$ cat config.mk
export PLATFORM = sky130hd
export DESIGN_NAME = alu_nibble_seq
export DESIGN_NICKNAME = d
export VERILOG_FILES = /design/src/rtl/alu_seq_pkg.sv /design/src/rtl/alu_4bit.sv /design/src/rtl/alu_nibble_seq.sv
export SDC_FILE = /design/constraint.sdc
export NUM_CORES = 1
export LEC_CHECK = 0
export ABC_CLOCK_PERIOD_IN_PS = 4000
export CAP_MARGIN = 20
export CORE_MARGIN = 3
export CORE_UTILIZATION = 52
export CTS_CLUSTER_SIZE = 16
export DETAILED_ROUTE_END_ITERATION = 8
export GPL_TIMING_DRIVEN = 1
export PLACE_DENSITY = 0.8
export SETUP_SLACK_MARGIN = 0.15
export SLEW_MARGIN = 20
export SYNTH_ARGS = -nofsm -noshare
export SYNTH_HDL_FRONTEND = slang
export SYNTH_HIERARCHICAL = 1
export SYNTH_SLANG_ARGS = --single-unit
$ cat constraint.sdc
create_clock -name clk -period 4 [get_ports clk]
set_input_delay 0.8 -clock clk [delete_from_list [all_inputs] [get_ports clk]]
set_output_delay 0.8 -clock clk [all_outputs]
set_load 0.05 [all_outputs]
$ cat src/rtl/alu_seq_pkg.sv
// Shared definitions for the nibble-serial ALU controller and its 4-bit ALU slice.
package alu_seq_pkg;

  localparam logic [2:0] OP_AND = 3'b000;
  localparam logic [2:0] OP_OR  = 3'b001;
  localparam logic [2:0] OP_ADD = 3'b010;
  localparam logic [2:0] OP_SUB = 3'b110;
  localparam logic [2:0] OP_SLT = 3'b111;

  localparam logic [1:0] FN_AND  = 2'b00;
  localparam logic [1:0] FN_OR   = 2'b01;
  localparam logic [1:0] FN_ADD  = 2'b10;
  localparam logic [1:0] FN_LESS = 2'b11;

  typedef enum logic [1:0] {
    S_IDLE   = 2'b00,
    S_RUN    = 2'b01,
    S_SLTFIX = 2'b10,
    S_DONE   = 2'b11
  } state_e;

  function automatic logic op_legal(logic [2:0] op);
    return (op == OP_AND) || (op == OP_OR) || (op == OP_ADD) ||
           (op == OP_SUB) || (op == OP_SLT);
  endfunction

  function automatic logic op_inverts_b(logic [2:0] op);
    return (op == OP_SUB) || (op == OP_SLT);
  endfunction

  function automatic logic [1:0] fn_sel(logic [2:0] op);
    case (op)
      OP_AND:  return FN_AND;
      OP_OR:   return FN_OR;
      default: return FN_ADD;
    endcase
  endfunction

endpackage

$ cat src/rtl/alu_4bit.sv
// MIPS-style 4-bit ALU slice: AND / OR / add with optional B inversion / pass-through of less.
module alu_4bit
  import alu_seq_pkg::*;
(
  input  logic [3:0] a,
  input  logic [3:0] b,
  input  logic       binv,
  input  logic       cin,
  input  logic       less,
  input  logic       sel1,
  input  logic       sel0,
  output logic [3:0] result,
  output logic       co
);

  logic [3:0] b_eff;
  logic [4:0] sum;

  assign b_eff = b ^ {4{binv}};
  assign sum   = {1'b0, a} + {1'b0, b_eff} + {4'b0000, cin};
  assign co    = sum[4];

  always_comb begin
    case ({sel1, sel0})
      FN_AND:  result = a & b_eff;
      FN_OR:   result = a | b_eff;
      FN_ADD:  result = sum[3:0];
      default: result = {3'b000, less};
    endcase
  end

endmodule

$ cat src/rtl/alu_nibble_seq.sv
// Runs a W-bit ALU operation through one shared alu_4bit, one nibble per clock, LSB first,
// with a start/busy/done handshake and a set-on-less-than fix-up pass.
module alu_nibble_seq
  import alu_seq_pkg::*;
#(
  parameter int NIBBLES = 4
) (
  input  logic                   clk,
  input  logic                   rst_n,
  input  logic                   start,
  input  logic [2:0]             op,
  input  logic [4*NIBBLES-1:0]   a,
  input  logic [4*NIBBLES-1:0]   b,
  output logic                   busy,
  output logic                   done,
  output logic [4*NIBBLES-1:0]   result,
  output logic                   co,
  output logic                   ovf,
  output logic                   zero,
  output logic                   err
);

  localparam int W  = 4 * NIBBLES;
  localparam int CW = (NIBBLES > 1) ? $clog2(NIBBLES) : 1;

  state_e          state_q, state_d;
  logic [W-1:0]    a_q, b_q;
  logic [2:0]      op_q;
  logic [CW-1:0]   cnt_q;
  logic            carry_q;
  logic            accept;
  logic            last;
  logic            is_logic;
  logic            binv;
  logic [1:0]      fn;
  logic [CW+1:0]   nib_lo;
  logic [3:0]      alu_res;
  logic            alu_co;
  logic            ovf_calc;

  assign last     = (cnt_q == CW'(NIBBLES - 1));
  assign is_logic = (op_q == OP_AND) || (op_q == OP_OR);
  assign binv     = op_inverts_b(op_q);
  assign fn       = fn_sel(op_q);
  assign nib_lo   = {cnt_q, 2'b00};
  assign ovf_calc = (a_q[W-1] == (b_q[W-1] ^ binv)) && (alu_res[3] != a_q[W-1]);

  alu_4bit u_alu (
    .a      (a_q[nib_lo +: 4]),
    .b      (b_q[nib_lo +: 4]),
    .binv   (binv),
    .cin    (carry_q),
    .less   (1'b0),
    .sel1   (fn[1]),
    .sel0   (fn[0]),
    .result (alu_res),
    .co     (alu_co)
  );

  always_ff @(posedge clk) begin
    // NOTE: registers use non-blocking assignments so every flop samples pre-edge values.
    if (!rst_n) state_q <= S_IDLE;
    else        state_q <= state_d;
  end

  always_comb begin
    // NOTE: every output of this block gets a default first, so no path can infer a latch.
    state_d = state_q;
    busy    = 1'b0;
    done    = 1'b0;
    accept  = 1'b0;
    unique case (state_q)
      S_IDLE, S_DONE: begin
        done = (state_q == S_DONE);
        if (start) begin
          accept  = 1'b1;
          state_d = op_legal(op) ? S_RUN : S_DONE;
        end else if (state_q == S_DONE) begin
          state_d = S_IDLE;
        end
      end
      S_RUN: begin
        busy = 1'b1;
        if (last) state_d = (op_q == OP_SLT) ? S_SLTFIX : S_DONE;
      end
      S_SLTFIX: begin
        busy    = 1'b1;
        state_d = S_DONE;
      end
      default: state_d = S_IDLE;
    endcase
  end

  always_ff @(posedge clk) begin
    if (!rst_n) begin
      a_q     <= '0;
      b_q     <= '0;
      op_q    <= OP_AND;
      cnt_q   <= '0;
      carry_q <= 1'b0;
      result  <= '0;
      co      <= 1'b0;
      ovf     <= 1'b0;
      zero    <= 1'b1;
      err     <= 1'b0;
    end else begin
      unique case (state_q)
        S_IDLE, S_DONE: begin
          if (accept) begin
            if (op_legal(op)) begin
              a_q     <= a;
              b_q     <= b;
              op_q    <= op;
              cnt_q   <= '0;
              carry_q <= op_inverts_b(op);
            end else begin
              result <= '0;
              co     <= 1'b0;
              ovf    <= 1'b0;
              zero   <= 1'b1;
              err    <= 1'b1;
            end
          end
        end
        S_RUN: begin
          result[nib_lo +: 4] <= alu_res;
          carry_q             <= is_logic ? 1'b0 : alu_co;
          cnt_q               <= cnt_q + 1'b1;
          if (last) begin
            co   <= is_logic ? 1'b0 : alu_co;
            ovf  <= is_logic ? 1'b0 : ovf_calc;
            err  <= 1'b0;
            zero <= (alu_res == 4'h0) && (result[W-5:0] == '0);
          end
        end
        S_SLTFIX: begin
          // The sign of the difference, corrected by overflow, is the less-than answer.
          result <= {{(W-1){1'b0}}, result[W-1] ^ ovf};
          zero   <= ~(result[W-1] ^ ovf);
        end
        default: ;
      endcase
    end
  end

endmodule

## Word-level counts from Yosys, hierarchy flattened

Cells that the tools add are included.

| word-level totals | value |
|---|---|
| bits in registers | 60 |
| bits of input ports | 38 |

| cells by class | value |
|---|---|
| $add $sub $neg | 4 |
| eq/ne operators | 20 |
| shifts and indexed selects | 4 |
| multiplexer cells | 36 |
| bitwise operators | 6 |
| reductions and logical operators | 24 |

Operators with widths:

| cell | count |
|---|---|
| $pmux 16 s3 | 1 |
| $mux 16 | 2 |
| $shiftx 16x5->4 | 2 |
| $mux 1 | 17 |
| $bwmux 16 | 1 |
| $shift 4x6->16 const A | 1 |
| $shiftx 4x6->16 | 1 |
| $eq 3x3->1 const B | 4 |
| $logic_not 12->1 | 1 |
| $mux 2 | 6 |
| $pmux 4 s3 | 1 |
| $reduce_and 3->1 | 3 |
| $eq 2x2->1 const B | 4 |
| $ne 2x2->1 const B | 4 |
| $pmux 1 s2 | 4 |
| $pmux 2 s2 | 2 |
| $logic_or 1x1->1 | 7 |
| $eq 3x1->1 const B | 2 |
| $logic_not 3->1 | 2 |
| $neg 4->6 | 1 |
| $pmux 2 s3 | 1 |
| $add 4x4->5 | 1 |
| $add 5x1->5 | 1 |
| $and 4x4->4 | 1 |
| other kinds (18) | 24 |

## Depth between registers and ports, before layout

| logic depth | value |
|---|---|
| depth after elaboration | 11 |
| gate-level depth with buffers | 13 |
| mapped depth without buffers | 13 |

## Modules after synthesis

Netlist, hierarchy kept.

Modules (own cells, without submodules):

| module | times used | cells an instance | area an instance (sq um) | seq. area each (sq um) |
|---|---|---|---|---|
| alu_nibble_seq | 1 | 331 | 2813.9 | 1201.2 |
| alu_4bit | 1 | 46 | 377.9 | 0.0 |

## Worst setup path before layout

No wires, ideal clock.

| path | value |
|---|---|
| path type | reg2reg |
| start | reg cnt_q[0] |
| end | reg ovf |
| library setup time | 0.101 ns |
| arrival | 3.113 ns |
| data required time | 3.899 ns |
| setup slack | 0.786 ns |
| cell stages (with the launch flop) | 13 |
| clock period less this slack | 3.214 ns |
| cell sequence | dfxtp_1 > buf_2 > mux4_2 > xor2_1 > inv_1 > ha_1 > nand3b_1 > a211o_1 > o211ai_1 > or3b_2 > a21oi_1 > a41oi_1 > o41ai_1 |

| on the way | value |
|---|---|
| word-level cells in the longest chain between the ends | 10 |
| elaborated cells on any way between the ends | 16 |
| classes of those cells | 2 x add/sub; 3 x eq/ne; 2 x shift; 4 x mux; 3 x bitwise; 2 x reduce/logical |

Ends and longest elaborated chain:

| what | RTL line | RTL |
|---|---|---|
| start: declaration | alu_nibble_seq.sv:29 | `logic [CW-1:0] cnt_q;` |
| start signal: assignment | alu_nibble_seq.sv:128 | `cnt_q <= cnt_q + 1'b1;` |
| $shiftx 16x5->4 | alu_nibble_seq.sv:50 | `.b (b_q[nib_lo +: 4]),` |
| $xor 4x4->4 | alu_4bit.sv:19 | `assign b_eff = b ^ {4{binv}};` |
| $add 4x4->5 | alu_4bit.sv:20 | `assign sum = {1'b0, a} + {1'b0, b_eff} + {4'b0000, cin};` |
| $add 5x1->5 | alu_4bit.sv:20 |  |
| $pmux 4 s3 * | alu_4bit.sv:24 | `case ({sel1, sel0})` |
| named net alu_res[3] | alu_nibble_seq.sv:37 | `logic [3:0] alu_res;` |
| $ne 1x1->1 * | alu_nibble_seq.sv:46 | `assign ovf_calc = (a_q[W-1] == (b_q[W-1] ^ binv)) && (alu_res[3] != a_q[W-1]);` |
| $logic_and 1x1->1 * | alu_nibble_seq.sv:46 |  |
| $mux 1 * | alu_nibble_seq.sv:131 | `ovf <= is_logic ? 1'b0 : ovf_calc;` |
| $mux 1 * | alu_nibble_seq.sv:129 | `if (last) begin` |
| $pmux 1 s2 * | alu_nibble_seq.sv:107 | `unique case (state_q)` |
| end signal: assignment | alu_nibble_seq.sv:131 |  |
| end: declaration | alu_nibble_seq.sv:18 | `output logic ovf,` |

The timed path passes the listed nets; every way through them passes the cells marked *. The select of a mux whose other input is x is not followed.
A chain may end at the register's enable or synchronous reset.

## Worst setup path in the final report

| path | value |
|---|---|
| start | reg cnt_q[0] |
| end | reg zero |

| on the way | value |
|---|---|
| word-level cells in the longest chain between the ends | 9 |
| elaborated cells on any way between the ends | 15 |
| classes of those cells | 2 x add/sub; 2 x eq/ne; 2 x shift; 3 x mux; 3 x bitwise; 3 x reduce/logical |

Ends and longest elaborated chain:

| what | RTL line | RTL |
|---|---|---|
| $shiftx 16x5->4 | alu_nibble_seq.sv:50 |  |
| $xor 4x4->4 | alu_4bit.sv:19 |  |
| $add 4x4->5 | alu_4bit.sv:20 |  |
| $add 5x1->5 | alu_4bit.sv:20 |  |
| $pmux 4 s3 * | alu_4bit.sv:24 |  |
| named net alu_res[2] | alu_nibble_seq.sv:37 |  |
| $logic_not 4->1 * | alu_nibble_seq.sv:133 | `zero <= (alu_res == 4'h0) && (result[W-5:0] == '0);` |
| $logic_and 1x1->1 * | alu_nibble_seq.sv:133 |  |
| $mux 1 * | alu_nibble_seq.sv:129 |  |
| $pmux 1 s3 * | alu_nibble_seq.sv:107 |  |
| end signal: assignment | alu_nibble_seq.sv:133 |  |
| end signal: assignment | alu_nibble_seq.sv:139 | `zero <= ~(result[W-1] ^ ovf);` |
| end: declaration | alu_nibble_seq.sv:19 | `output logic zero,` |

Marked as above.

==> results <==
- The capturing element type of the critical path is a flip-flop.
- The highest ir drop seen on vdd is 0.4074 mV.
- The core area is 5709 sq um.
- No sink is reached through more buffers than the 2 on the longest clock path.
- The clock tree from TritonCTS is done.
- By startpoint and endpoint, the worst setup path is classified as reg -> reg.
- Entering global routing, the biggest net connects 38 pins.
- The clock network latency to the later pin of the worst-skew pair is 350 ps.
- The power spent charging and discharging nets is 867.3 uW.
- The horizontal die dimension is 84.35 um.
- The maximum fanout count along the critical path is 5.
- After synthesis, the share of flip-flops with an asynchronous set or reset is 0.
- In the global route stage, met1 resource usage came out at 0.3093.
- The design draws 2188 uW.
- The clock edge transition at the registers on the reported setup and hold paths is 70 ps.
- The analysis attributes to cell leakage a power of 0.001507 uW.
- The HPWL after detailed placement is 5806 um.
- The final count of negative-setup-slack endpoints is 0.
- By instance count, the leading cell after synthesis is sky130_fd_sc_hd__nand2_1.
- The endpoint required time on the critical path is 4290 ps.
- The kind of path behind the tightest hold check is reg -> reg.
- Dividing the final minimum period by the clock period gives 0.8664.
- The standard cell with the maximum stage delay on the critical path is sky130_fd_sc_hd__mux4_2.
- The post-layout minimum cycle time is 3466 ps.
- The placer congestion estimate is 0.8542.
- In this run the vertical extent of the chip is 84.35 um.
- The share of total power dissipated in sequential elements is 0.340.
- The post-route setup TNS is 0 ps.
- In the routed layout, each cell is associated on average with a via count of 5.555.
- Ranked by instance count, the synthesized netlist is headed by 85 x sky130_fd_sc_hd__nand2_1, 60 x sky130_fd_sc_hd__dfxtp_1, 40 x sky130_fd_sc_hd__a21oi_1, 35 x sky130_fd_sc_hd__inv_1, 17 x sky130_fd_sc_hd__ha_1.
- The total number of vias is 2833.
- The startpoint of the worst register-to-register path is cnt_q[0].
- Before antenna repair, the detailed router went through 4 iterations.
- The most congested layer reported by global routing is met2.
- Counting flops with a built-in enable in the synthesized netlist gives 0.
- Dividing total power by cell area gives a power density of 547.2 nW/um^2.
- The net count of the finished layout is 490.
- The max-capacitance violation count is 0.
- The total die area is 7114 sq um.
- During synthesis, Yosys emitted a total of 6 warnings.
- The initial cell density of the core is 0.5591.
- The relative max-transition margin is 0.5925.
- From synthesis to final layout, the design area changed by 25.28%.
- The cell type contributing the most total cell area after synthesis is sky130_fd_sc_hd__dfxtp_1.
- The origin of the worst setup path is cnt_q[0].
- The share of total power in the clock network is 0.264.
- The number of CTS-inserted buffers is 9.
- The prevailing post-synth register cell is sky130_fd_sc_hd__dfxtp_1.
- For this design, the CTS-stage hold fixing added 0 buffers.
- The post-CTS repair timing setup buffer count is 0.
- The run finished with clean final reports.
- Derived from the worst setup path, the maximum achievable clock frequency is 288.5 MHz.
- The distinct cell type count of the synthesized netlist is 54.
- The via count of the first global-routing pass was 2700.
- The startpoint identified for the worst hold timing path is b_q[6].
- The final cell count without fillers is 510.
- The worst clock skew is 12.67 ps.
- The cell area that synthesis handed to floorplanning was 3192 sq um.
- The net count of the mapped netlist is 434.
- During I/O placement, the number of pins put on the boundary was 60.
- For this run, the slowest stage of the critical path takes 540 ps.
- In this run the tool buffered the top-level ports with 59 buffer cells.
- Of the total power, the share spent switching nets is 0.3964.
- CTS built an H-tree with a depth of 3.
- Yosys attributes the largest share of cell area to sky130_fd_sc_hd__dfxtp_1 38%, sky130_fd_sc_hd__nand2_1 10%, sky130_fd_sc_hd__ha_1 6.7%.
- The leftover overflow at the end of global routing is 0.
- Traced cell by cell, the critical path runs through mux4_2, xor2_1, inv_1, fa_1, fa_1, xor2_1, o22ai_1, nor4_1, nand4_1, nor4_1, o32a_1.
- The number of core rows is 27.
- Dividing the detail-routed wire length by the instance count gives 15.26 um.
- Setup repair after global routing left no endpoint under its margin.
- The worst hold margin is 462.6 ps.
- The post-synthesis area per instance is 8.466 sq um.
- The share of synthesized area in the top cell type comes to 0.3763.
- The internal power summed over all cells is 1321 uW.
- For met2 alone, demand over resource in global routing was 0.3486.
- The number of instances resized during post-cts repair is 0.
- The cell count after synthesis is 377.
- The number of DRC markers after the initial detailed-route iteration is 213.
- The DRC violation count after routing is 0.
- The repair_antennas step left the layout with diodes totalling 0.
- For this run, the total global-route usage over all layers was measured as 0.2223.
- The met3 routing resource usage after global routing is 0.03435.
- Once layout is complete, the utilization of the core stands at 0.7004.
- The clock net sink count is 60.
- The transition at the pin with the smallest max-transition slack is 608.5 ps.
- The number of hold-slack violations in the final timing report is 0.
- Including well taps, the total number of placed cells is 494.
- Of the synthesized area, sequential elements account for 0.3763.
- The number of synthesized register bits is 60.
- The count of pins over their slew limit is 0.
- For this block, the routed nets add up to 7781 um of wire.
- STA puts the critical path data arrival time at 3750 ps.
- The global-route wire length before repair is 12870 um.
- The share of power burned in combinational logic is 0.396.
- The tree is rooted in a sky130_fd_sc_hd__clkbuf_8.
- Of the cells placed in the final design, the portion with a size suffix greater than 1 is 0.08676.
- The number of nets with antenna violations after routing is 0.
- The worst setup path is launched from a flip-flop.
- The number of antenna violations at the first check in global routing is 0.
## sequential cells by signal, summed over array words and instances, names as in the netlist, 2 cells and up
| signal | flops |
|---|---|
| cnt_q | 2 |
| op_q | 3 |
| a_q | 16 |
| state_q | 2 |
| result | 16 |
| b_q | 16 |
## logic make-up after synthesis
kind of cell / share of synthesized area
flops: 0.3763
xor+xnor: 0.01646
simple gates: 0.2046
other cells: 0.001175
mux: 0.06664
buf+inv: 0.07879
compound gates: 0.1768
fa+ha+maj: 0.07918
## critical path, delay by kind of cell (launching register included)
kind	cells	cell delay [ps]
muxes	1	540
and+or+nand+nor	3	720
adders and majority gates	2	830
AOI/OAI and AO/OA	2	420
DFF	1	440
buffers and inverters	1	110
xor gates and xnor gates	2	360
## path summary, 6_finish.rpt
check	endpoint	slack [ps]	cells past startpoint
worst max-delay path	zero	530	11
worst min-delay path	b_q[6]	460	2
worst max register to register	zero	530	11
worst min register to register	b_q[6]	460	2
## power groups by stage
stage | logic (uW) | registers (uW) | clock network, uW
floorplan | 645 | 765 | 0
global placement | 830 | 754 | 0
detailed placement | 852 | 757 | 0
CTS | 858 | 743 | 582
global route | 952 | 752 | 603
finish | 867 | 744 | 577
## routing by layer
metal / up-vias / routed length, um
li1: 1413 / -
met1: 1334 / 3749
met2: 75 / 3577
met3: 11 / 335
met4: 0 / 118
met5: - / 0
## placed cells by master, fill, tap and decap left out, types with 4 or more instances in the layout
cell type | netlist | routed
sky130_fd_sc_hd__nand2_1 | 85 | 85
sky130_fd_sc_hd__dfxtp_1 | 60 | 60
sky130_fd_sc_hd__clkdlybuf4s50_1 | 0 | 59
sky130_fd_sc_hd__a21oi_1 | 40 | 40
sky130_fd_sc_hd__inv_1 | 35 | 35
sky130_fd_sc_hd__ha_1 | 17 | 17
sky130_fd_sc_hd__nor2_1 | 11 | 11
sky130_fd_sc_hd__clkbuf_8 | 0 | 10
sky130_fd_sc_hd__mux4_2 | 9 | 9
sky130_fd_sc_hd__o21ai_0 | 9 | 9
sky130_fd_sc_hd__nand3_1 | 8 | 8
sky130_fd_sc_hd__o22ai_1 | 7 | 7
sky130_fd_sc_hd__xor2_1 | 6 | 6
sky130_fd_sc_hd__nand2b_1 | 5 | 5
sky130_fd_sc_hd__o31ai_1 | 5 | 5
sky130_fd_sc_hd__buf_4 | 4 | 5
sky130_fd_sc_hd__nor4_1 | 4 | 4
sky130_fd_sc_hd__nor2b_1 | 4 | 4
sky130_fd_sc_hd__a31oi_1 | 4 | 4
sky130_fd_sc_hd__a22o_1 | 4 | 4
## through the flow
stage               worst slack, ps  cell area (sq um)
finish                        534.3               3999
floorplan                     785.8               3192
global placement              752.6               3790
detailed placement            593.2               3790
CTS                           564.9               3999
global route                  368.2               3999
## area by class of cell
type	instances	area, sq um
Multi-Input combinational cell	263	1739
Fill cell	471	1710
Sequential cell	60	1201
Timing Repair Buffer	64	628.1
Clock buffer	10	137.6
Inverter	35	131.4
Tap cell	72	90.09
Clock inverter	6	71.32
No activity file was read; power rests on OpenSTA's default activity.
